File: config.mk
export PLATFORM = sky130hd
export DESIGN_NAME = cpu_decode_flat
export DESIGN_NICKNAME = d
export VERILOG_FILES = /design/src/rtl/cpu_decode_if.sv /design/src/rtl/cpu_decode.sv /design/src/flat_wrapper.sv
export SDC_FILE = /design/constraint.sdc
export NUM_CORES = 1
export LEC_CHECK = 0
export ABC_AREA = 1
export CAP_MARGIN = 15
export CORE_MARGIN = 3
export CORE_UTILIZATION = 25
export DETAILED_ROUTE_END_ITERATION = 7
export GPL_ROUTABILITY_DRIVEN = 0
export MAX_ROUTING_LAYER = met4
export SLEW_MARGIN = 0
export SYNTH_ARGS = -nofsm -noshare
export SYNTH_HDL_FRONTEND = slang
export SYNTH_SLANG_ARGS = --single-unit
File: constraint.sdc
create_clock -name i_clk -period 2.25 [get_ports i_clk]
set_input_delay 0.5625 -clock i_clk [delete_from_list [all_inputs] [get_ports i_clk]]
set_output_delay 0.5625 -clock i_clk [all_outputs]
set_load 0.02 [all_outputs]
File: src/rtl/cpu_decode_if.sv
`default_nettype none
// ============================================================================
// Module   : cpu_decode_if
// Brief    : Upstream fetch, register-file and downstream ALU bundle signals
//            of the RV32I decode stage.
// Revision : 1.0 - initial release
// ============================================================================
interface cpu_decode_if #(
    parameter int XLEN = 32
) ();
    logic            i_valid;
    logic            o_ready;
    logic [31:0]     i_instr;
    logic [XLEN-1:0] i_pc;
    logic [4:0]      o_rs1_addr;
    logic [4:0]      o_rs2_addr;
    logic [XLEN-1:0] i_rs1_data;
    logic [XLEN-1:0] i_rs2_data;
    logic            i_flush;
    logic            o_valid;
    logic            i_ready;
    logic [3:0]      o_op;
    logic [XLEN-1:0] o_a;
    logic [XLEN-1:0] o_b;
    logic [4:0]      o_rd_addr;
    logic            o_rd_we;
    logic [XLEN-1:0] o_pc;
    logic            o_illegal;

    // Decode-stage view
    modport slave (
        input  i_valid, i_instr, i_pc, i_rs1_data, i_rs2_data, i_flush, i_ready,
        output o_ready, o_rs1_addr, o_rs2_addr, o_valid, o_op, o_a, o_b,
               o_rd_addr, o_rd_we, o_pc, o_illegal
    );

    // Surrounding pipeline view
    modport master (
        output i_valid, i_instr, i_pc, i_rs1_data, i_rs2_data, i_flush, i_ready,
        input  o_ready, o_rs1_addr, o_rs2_addr, o_valid, o_op, o_a, o_b,
               o_rd_addr, o_rd_we, o_pc, o_illegal
    );
endinterface
`default_nettype wire

File: src/rtl/cpu_decode.sv
`default_nettype none
// ============================================================================
// Module   : cpu_decode
// Brief    : RV32I decode stage for OP/OP-IMM/LUI/AUIPC feeding the ALU.
//            Define CPU_DECODE_SKID_EN for a registered o_ready skid buffer.
// Revision : 1.0 - initial release
// ============================================================================
module cpu_decode #(
    parameter int XLEN = 32
) (
    input  wire logic   i_clk,
    input  wire logic   i_rst,
    cpu_decode_if.slave bus
);
    localparam logic [6:0] c_opc_op     = 7'b0110011;
    localparam logic [6:0] c_opc_op_imm = 7'b0010011;
    localparam logic [6:0] c_opc_lui    = 7'b0110111;
    localparam logic [6:0] c_opc_auipc  = 7'b0010111;
    localparam logic [6:0] c_f7_zero    = 7'b0000000;
    localparam logic [6:0] c_f7_alt     = 7'b0100000;
    localparam logic [3:0] c_alu_add    = 4'b0000;

    typedef struct packed {
        logic [3:0]      op;
        logic [XLEN-1:0] a;
        logic [XLEN-1:0] b;
        logic [4:0]      rd_addr;
        logic            rd_we;
        logic [XLEN-1:0] pc;
        logic            illegal;
    } bundle_t;

    logic [6:0]      w_opcode;
    logic [4:0]      w_rd;
    logic [2:0]      w_funct3;
    logic [6:0]      w_funct7;
    logic [XLEN-1:0] w_imm_i;
    logic [XLEN-1:0] w_imm_u;
    logic            w_is_shift;
    logic            w_legal;
    bundle_t         w_dec;
    bundle_t         r_main;
    logic            r_main_valid;
    logic            w_ready;
    logic            w_accept;

    assign w_opcode   = bus.i_instr[6:0];
    assign w_rd       = bus.i_instr[11:7];
    assign w_funct3   = bus.i_instr[14:12];
    assign w_funct7   = bus.i_instr[31:25];
    assign w_imm_i    = {{(XLEN-12){bus.i_instr[31]}}, bus.i_instr[31:20]};
    assign w_imm_u    = {bus.i_instr[31:12], 12'b0};
    assign w_is_shift = (w_funct3 == 3'b001) || (w_funct3 == 3'b101);

    assign bus.o_rs1_addr = bus.i_instr[19:15];
    assign bus.o_rs2_addr = bus.i_instr[24:20];

    always_comb begin
        w_dec         = '0;
        w_legal       = 1'b0;
        w_dec.pc      = bus.i_pc;
        w_dec.rd_addr = w_rd;
        case (w_opcode)
            c_opc_op: begin
                w_legal = (w_funct7 == c_f7_zero) ||
                          ((w_funct7 == c_f7_alt) &&
                           ((w_funct3 == 3'b000) || (w_funct3 == 3'b101)));
                w_dec.op = {w_funct7[5], w_funct3};
                w_dec.a  = bus.i_rs1_data;
                w_dec.b  = w_is_shift ? {{(XLEN-5){1'b0}}, bus.i_rs2_data[4:0]}
                                      : bus.i_rs2_data;
            end
            c_opc_op_imm: begin
                w_dec.op = {1'b0, w_funct3};
                w_dec.a  = bus.i_rs1_data;
                w_dec.b  = w_imm_i;
                w_legal  = 1'b1;
                // Shift-immediates reuse imm[11:5] as a funct7 field
                if (w_is_shift) begin
                    w_dec.b = {{(XLEN-5){1'b0}}, bus.i_instr[24:20]};
                    w_legal = (w_funct7 == c_f7_zero) ||
                              ((w_funct7 == c_f7_alt) && (w_funct3 == 3'b101));
                    if (w_funct3 == 3'b101) begin
                        w_dec.op[3] = bus.i_instr[30];
                    end
                end
            end
            c_opc_lui: begin
                w_legal  = 1'b1;
                w_dec.op = c_alu_add;
                w_dec.b  = w_imm_u;
            end
            c_opc_auipc: begin
                w_legal  = 1'b1;
                w_dec.op = c_alu_add;
                w_dec.a  = bus.i_pc;
                w_dec.b  = w_imm_u;
            end
            default: w_legal = 1'b0;
        endcase
        if (!w_legal) begin
            w_dec.op = '0;
            w_dec.a  = '0;
            w_dec.b  = '0;
        end
        w_dec.illegal = !w_legal;
        w_dec.rd_we   = w_legal && (w_rd != 5'd0);
    end

`ifdef CPU_DECODE_SKID_EN
    bundle_t r_skid;
    logic    r_skid_valid;

    // Ready comes straight from a flop: no path from i_ready to o_ready
    assign w_ready  = !r_skid_valid;
    assign w_accept = bus.i_valid && w_ready;

    always_ff @(posedge i_clk) begin
        if (i_rst) begin
            r_main       <= '0;
            r_main_valid <= 1'b0;
            r_skid       <= '0;
            r_skid_valid <= 1'b0;
        end else if (bus.i_flush) begin
            r_main_valid <= 1'b0;
            r_skid_valid <= 1'b0;
        end else if (!r_main_valid || bus.i_ready) begin
            if (r_skid_valid) begin
                r_main       <= r_skid;
                r_main_valid <= 1'b1;
                r_skid_valid <= 1'b0;
            end else begin
                r_main_valid <= w_accept;
                if (w_accept) begin
                    r_main <= w_dec;
                end
            end
        end else if (w_accept) begin
            r_skid       <= w_dec;
            r_skid_valid <= 1'b1;
        end
    end
`else
    assign w_ready  = !r_main_valid || bus.i_ready;
    assign w_accept = bus.i_valid && w_ready;

    always_ff @(posedge i_clk) begin
        if (i_rst) begin
            r_main       <= '0;
            r_main_valid <= 1'b0;
        end else if (bus.i_flush) begin
            r_main_valid <= 1'b0;
        end else if (w_ready) begin
            r_main_valid <= w_accept;
            if (w_accept) begin
                r_main <= w_dec;
            end
        end
    end
`endif

    assign bus.o_ready   = w_ready;
    assign bus.o_valid   = r_main_valid;
    assign bus.o_op      = r_main.op;
    assign bus.o_a       = r_main.a;
    assign bus.o_b       = r_main.b;
    assign bus.o_rd_addr = r_main.rd_addr;
    assign bus.o_rd_we   = r_main.rd_we;
    assign bus.o_pc      = r_main.pc;
    assign bus.o_illegal = r_main.illegal;
endmodule
`default_nettype wire

File: src/flat_wrapper.sv
// flat-port wrapper written by rule: the top's interface ports become plain ports
module cpu_decode_flat 
#(
    parameter int XLEN = 32
)
  (i_clk, i_rst, bus_i_valid, bus_i_instr, bus_i_pc, bus_i_rs1_data, bus_i_rs2_data, bus_i_flush, bus_i_ready, bus_o_ready, bus_o_rs1_addr, bus_o_rs2_addr, bus_o_valid, bus_o_op, bus_o_a, bus_o_b, bus_o_rd_addr, bus_o_rd_we, bus_o_pc, bus_o_illegal);
  cpu_decode_if #(.XLEN(XLEN)) bus_i ();
  input  wire logic i_clk;
  input  wire logic i_rst;
  input wire logic [$bits(bus_i.i_valid)-1:0] bus_i_valid;
  input wire logic [$bits(bus_i.i_instr)-1:0] bus_i_instr;
  input wire logic [$bits(bus_i.i_pc)-1:0] bus_i_pc;
  input wire logic [$bits(bus_i.i_rs1_data)-1:0] bus_i_rs1_data;
  input wire logic [$bits(bus_i.i_rs2_data)-1:0] bus_i_rs2_data;
  input wire logic [$bits(bus_i.i_flush)-1:0] bus_i_flush;
  input wire logic [$bits(bus_i.i_ready)-1:0] bus_i_ready;
  output wire logic [$bits(bus_i.o_ready)-1:0] bus_o_ready;
  output wire logic [$bits(bus_i.o_rs1_addr)-1:0] bus_o_rs1_addr;
  output wire logic [$bits(bus_i.o_rs2_addr)-1:0] bus_o_rs2_addr;
  output wire logic [$bits(bus_i.o_valid)-1:0] bus_o_valid;
  output wire logic [$bits(bus_i.o_op)-1:0] bus_o_op;
  output wire logic [$bits(bus_i.o_a)-1:0] bus_o_a;
  output wire logic [$bits(bus_i.o_b)-1:0] bus_o_b;
  output wire logic [$bits(bus_i.o_rd_addr)-1:0] bus_o_rd_addr;
  output wire logic [$bits(bus_i.o_rd_we)-1:0] bus_o_rd_we;
  output wire logic [$bits(bus_i.o_pc)-1:0] bus_o_pc;
  output wire logic [$bits(bus_i.o_illegal)-1:0] bus_o_illegal;
  assign bus_i.i_valid = bus_i_valid;
  assign bus_i.i_instr = bus_i_instr;
  assign bus_i.i_pc = bus_i_pc;
  assign bus_i.i_rs1_data = bus_i_rs1_data;
  assign bus_i.i_rs2_data = bus_i_rs2_data;
  assign bus_i.i_flush = bus_i_flush;
  assign bus_i.i_ready = bus_i_ready;
  assign bus_o_ready = bus_i.o_ready;
  assign bus_o_rs1_addr = bus_i.o_rs1_addr;
  assign bus_o_rs2_addr = bus_i.o_rs2_addr;
  assign bus_o_valid = bus_i.o_valid;
  assign bus_o_op = bus_i.o_op;
  assign bus_o_a = bus_i.o_a;
  assign bus_o_b = bus_i.o_b;
  assign bus_o_rd_addr = bus_i.o_rd_addr;
  assign bus_o_rd_we = bus_i.o_rd_we;
  assign bus_o_pc = bus_i.o_pc;
  assign bus_o_illegal = bus_i.o_illegal;
  cpu_decode #(.XLEN(XLEN)) u_core (.i_clk(i_clk), .i_rst(i_rst), .bus(bus_i));
endmodule
Word level (Yosys, flattened, before mapping):

Cells that the tools add are included.
Widths: inputs -> output; s select.

* bits in registers: 108
* input port bits: 133
* output and inout port bits: 119
* word-level logic and storage cells: 44

* equal/unequal tests: 7
* mux-type cells: 10
* bitwise gates (word level): 1
* reductions and logical operators: 18

Operators by type and width (number)
* $pmux 32 s3: 1
* $mux 68: 1
* $mux 32: 2
* $pmux 32 s2: 1
* $eq 7x6->1 const B: 3
* $eq 7x5->1 const B: 2
* $pmux 4 s2: 1
* $logic_not 7->1: 1
* $reduce_or 2->1: 3
* $logic_or 1x1->1: 5
* $reduce_bool 5->1: 1
* $logic_and 1x1->1: 4
* $eq 3x1->1 const B: 1
* $eq 3x3->1 const B: 1
* $logic_not 3->1: 1
* $mux 1: 3
* $pmux 1 s3: 1
* $reduce_and 3->1: 1
* $logic_not 1->1: 2
* $not 1->1: 1

Longest topological paths before layout:

* word-level depth: 6
* gate-level depth with buffers: 11
* mapped depth without buffers: 9

Worst setup path after synthesis:

OpenSTA, ideal clock, no wires.

* path kind: in2reg
* start point: input port bus_i_ready
* end point: register u_core.r_main, in the netlist u_core.bus.o_b[18]
* library setup time: 0.116 ns
* arrival: 1.658 ns
* required time: 2.134 ns
* slack: 0.476 ns
* cell stages on the path: 9
* path buffers: 2
* cells stage by stage: inv_1 -> nand2_1 -> nand2_1 -> nor2_2 -> buf_4 -> nand4_2 -> inv_2 -> buf_2 -> nor2_1

* word-level cells in the longest chain between the ends: 3

RTL lines
* start, declared: RTL line flat_wrapper.sv:16 `input wire logic [$bits(bus_i.i_ready)-1:0] bus_i_ready;`
* $logic_or 1x1->1 (*): RTL line cpu_decode.sv:144 `assign w_ready = !r_main_valid || bus.i_ready;`
* via bus_o_ready: RTL line flat_wrapper.sv:17 `output wire logic [$bits(bus_i.o_ready)-1:0] bus_o_ready;`
* $logic_and 1x1->1: RTL line cpu_decode.sv:145 `assign w_accept = bus.i_valid && w_ready;`
* $reduce_and 3->1 (no source line) (*)
* end signal, assigned: RTL line cpu_decode.sv:156 `r_main <= w_dec;`
* end, declared: RTL line cpu_decode.sv:42 `bundle_t r_main;`

Mark *: on every way through the listed nets, which the timed path passes. The rest lies on a longest branch.
A chain may end at the register's enable or synchronous reset.

Worst setup path in the final report:

* start point: input port bus_i_instr[17]
* end point: output port bus_o_rs1_addr[2]

RTL lines
* start, declared: RTL line flat_wrapper.sv:11 `input wire logic [$bits(bus_i.i_instr)-1:0] bus_i_instr;`
* end, declared: RTL line flat_wrapper.sv:18 `output wire logic [$bits(bus_i.o_rs1_addr)-1:0] bus_o_rs1_addr;`

No word-level cell between the ends.

==> summary.md <==
| Metric | Value |
|---|---|
| Clock net sink count | `108` |
| Power per cell area | `approximately 520 nW/um^2` |
| Max-Slew Margin vs Limit | `0.657` |
| GR Overflow Total | `0` |
| Antenna-violating nets left | `0` |
| Final Hold Fails | `0` |
| Min-Delay Path Depth | `2` |
| GRT Overall Usage | `0.178` |
| Max-slew violations | `0` |
| Yosys top cell by area | `dfxtp_1` |
| Layout cells sized above 1 | `0.0926` |
| Largest delay share family, worst path | `buffers and inverters` |
| HP Class | `reg -> reg` |
| Die height | `148 microns` |
| DRT iter0 DRCs | `273` |
| # rows | `51` |
| Setup crit start | `bus_i_instr[17]` |
| Min cycle time layout | `2.22 ns` |
| Status | `finished, final reports clean` |
| Ys Warns | `0` |
| First-pass GRT wire length | `30.1 mm` |
| Clock root cell | `clkbuf_16` |
| Syn Area/Cell | `6.91 sq um` |
| Final period util | `0.986` |
| Initial antenna violation count | `1` |
| Synth top area cells | `dfxtp_1 (43%), nand2_1 (17%), a21oi_1 (8.5%)` |
| Critical-path top delay cell | `clkdlybuf4s50_1` |
| Vias per cell | `4.45` |
| #FFs+latches synth | `108` |
| Setup violators final | `0` |
| Leakage | `3.04 nW` |
| CP dominant cell by count | `clkdlybuf4s50_1` |
| Post-Route WL | `19.2 mm` |
| CP arrival | `1.66 ns` |
| IO Count | `252` |
| Via count | `5602` |
| Routed wire length per instance | `approximately 15 microns` |
| Async SR Flop Fraction | `0` |
| Final Core Density | `0.431` |
| Max incr delay on CP | `0.61 ns` |
| Post-CTS Setup Inserts | `0` |
| Syn nets | `861` |
| Area grow syn2layout | `68.1%` |
| Synth cell types | `27` |
| Initial Util | `0.257` |
| Crit start category | `input pin` |
| Die ar. | `21800 sq um` |
| Clk_lat worst skew | `0.35 ns` |
| Post-synth EDFFs | `0` |
| Largest net degree at the start of global routing | `48` |
| Worst R2R End | `u_core.bus.o_a[27]` |
| Max Cap Viol | `0` |
| Port buffer count | `251` |
| Reg2Reg Setup Slack | `0.61 ns` |
| VDD IR max | `between 0.3 and 0.4 mV` |
| FF-to-FF path depth | `8` |
| Buf/Inv on CP | `2` |
| Inserted Clock Buffers | `9` |
| Share of the synthesized area in the top cell type | `0.430` |
| Post-Syn Instances | `728` |
| CP max FO | `2` |
| Router iterations before antenna repair | `4` |
| # nets final | `1122` |
| Layout Skew | `0.00827 ns` |
| Cells along the critical path | `clkdlybuf4s50_1 > clkdlybuf4s50_1` |
| Main synth FF type | `dfxtp_1` |
| Worst EP required | `1.69 ns` |
| Core box area | `19600 sq um` |
| Crit path to | `bus_o_rs1_addr[2]` |
| Vias in the first global route | `between 5000 and 6000` |
| Synth top cells by count | `nand2_1 (224), dfxtp_1 (108), a21oi_1 (85)` |
| Worst reg2reg startpoint | `u_core.bus.o_valid` |
| H-tree depth | `3` |
| Die W | `148 microns` |
| Most frequent cell after synthesis | `nand2_1` |
| Fmax | `451 MHz` |
| TritonCTS clock tree | `yes` |
| Cell area after synthesis | `approximately 5000 sq um` |
| DP HPWL | `about 14 mm` |
| CP Capture Type | `output port` |
| Tot Pwr | `4.43 mW` |
| Critical path depth | `2` |
| Register area share after synthesis | `0.430` |
| CTS clk-pin slew, worst paths | `0.07 ns` |
| Least-Margin Pin Slew | `0.514 ns` |
| N_diodes | `0` |
| Longest Clk Path Bufs | `2` |
| Remaining DRCs | `0` |
| Crit Path Category | `in -> out` |
## report_power, final
group,internal (mW),leakage [nW],switching [mW]
clock,0.865,0.133,0.725
combinational,0.450,2.03,0.390
sequential,1.97,0.878,0.0292
total,3.28,3.04,1.15
## per-layer routing
metal,global-route usage,routed length (microns)
met1,0.226,8490
met2,0.286,9270
met3,0.0337,1010
met4,0.0620,431
met5,-,0
## state kept, by name, summed over array words and instances, names as in the netlist
| register | count |
|---|---|
| u_core.bus.o_a | 32 |
| u_core.bus.o_b | 32 |
| u_core.bus.o_illegal | 1 |
| u_core.bus.o_op | 4 |
| u_core.bus.o_pc | 32 |
| u_core.bus.o_rd_addr | 5 |
| u_core.bus.o_rd_we | 1 |
| u_core.bus.o_valid | 1 |
## per-stage QoR
step	instances	worst slack, ns	hold WS (ns)	area [sq um]	setup TNS, ns
6_report	1259	0.0322	0.461	8450	0
5_1_grt	1259	-0.000000333	0.477	8450	0
2_1_floorplan	728	0.476	0.537	5030	0
3_3_place_gp	1243	-0.0659	0.445	8160	-2.20
4_1_cts	1259	0.0208	0.465	8440	0
3_5_place_dp	1243	-0.0749	0.454	8160	-3.31
## how the worst min path moves through the flow
stage	slack (ns)	start	endpoint
after floorplan	0.54	u_core.bus.o_rd_addr[1]	u_core.bus.o_rd_addr[1]
after global placement	0.45	u_core.bus.o_pc[27]	u_core.bus.o_pc[27]
after detailed placement	0.45	u_core.bus.o_pc[1]	u_core.bus.o_pc[1]
after global routing	0.48	u_core.bus.o_pc[30]	u_core.bus.o_pc[30]
after CTS	0.47	u_core.bus.o_pc[1]	u_core.bus.o_pc[1]
final	0.46	u_core.bus.o_pc[2]	u_core.bus.o_pc[2]
## placed cells by master, fill, tap and decap left out, drive strengths merged, types with 3 or more instances in the layout
master           n
clkdlybuf4s50  246
nand2          229
dfxtp          108
a21oi           85
nor2            85
nand3           63
buf             63
o21ai           39
nand4           23
inv             18
clkbuf          12
nor3             5
o211ai           5
dlymetal6s2s     3
## layout make-up
cell class	count	area, sq um
clock buffer	12	236
clock inverter	4	50.0
fill	2062	11100
inverter	19	71.3
multi-input combinational	538	2440
sequential	108	2160
tap	265	332
timing repair buffer	313	3160
## logic make-up after synthesis
kind of cell | Yosys count | share of synthesized area
simple gates | 406 | 0.349
compound gates | 131 | 0.134
flops | 108 | 0.430
buf+inv | 82 | 0.0854
mux | 1 | 0.00199
## what timing repair did
| action | 4_1_cts | 5_1_grt |
|---|---|---|
| gates cloned | 0 | 0 |
| endpoints found under the setup margin | 1 | 3 |
| hold buffers | 0 | 0 |
| gates resized for setup | 1 | 3 |
Note: power is estimated with default switching activity, not from simulation.
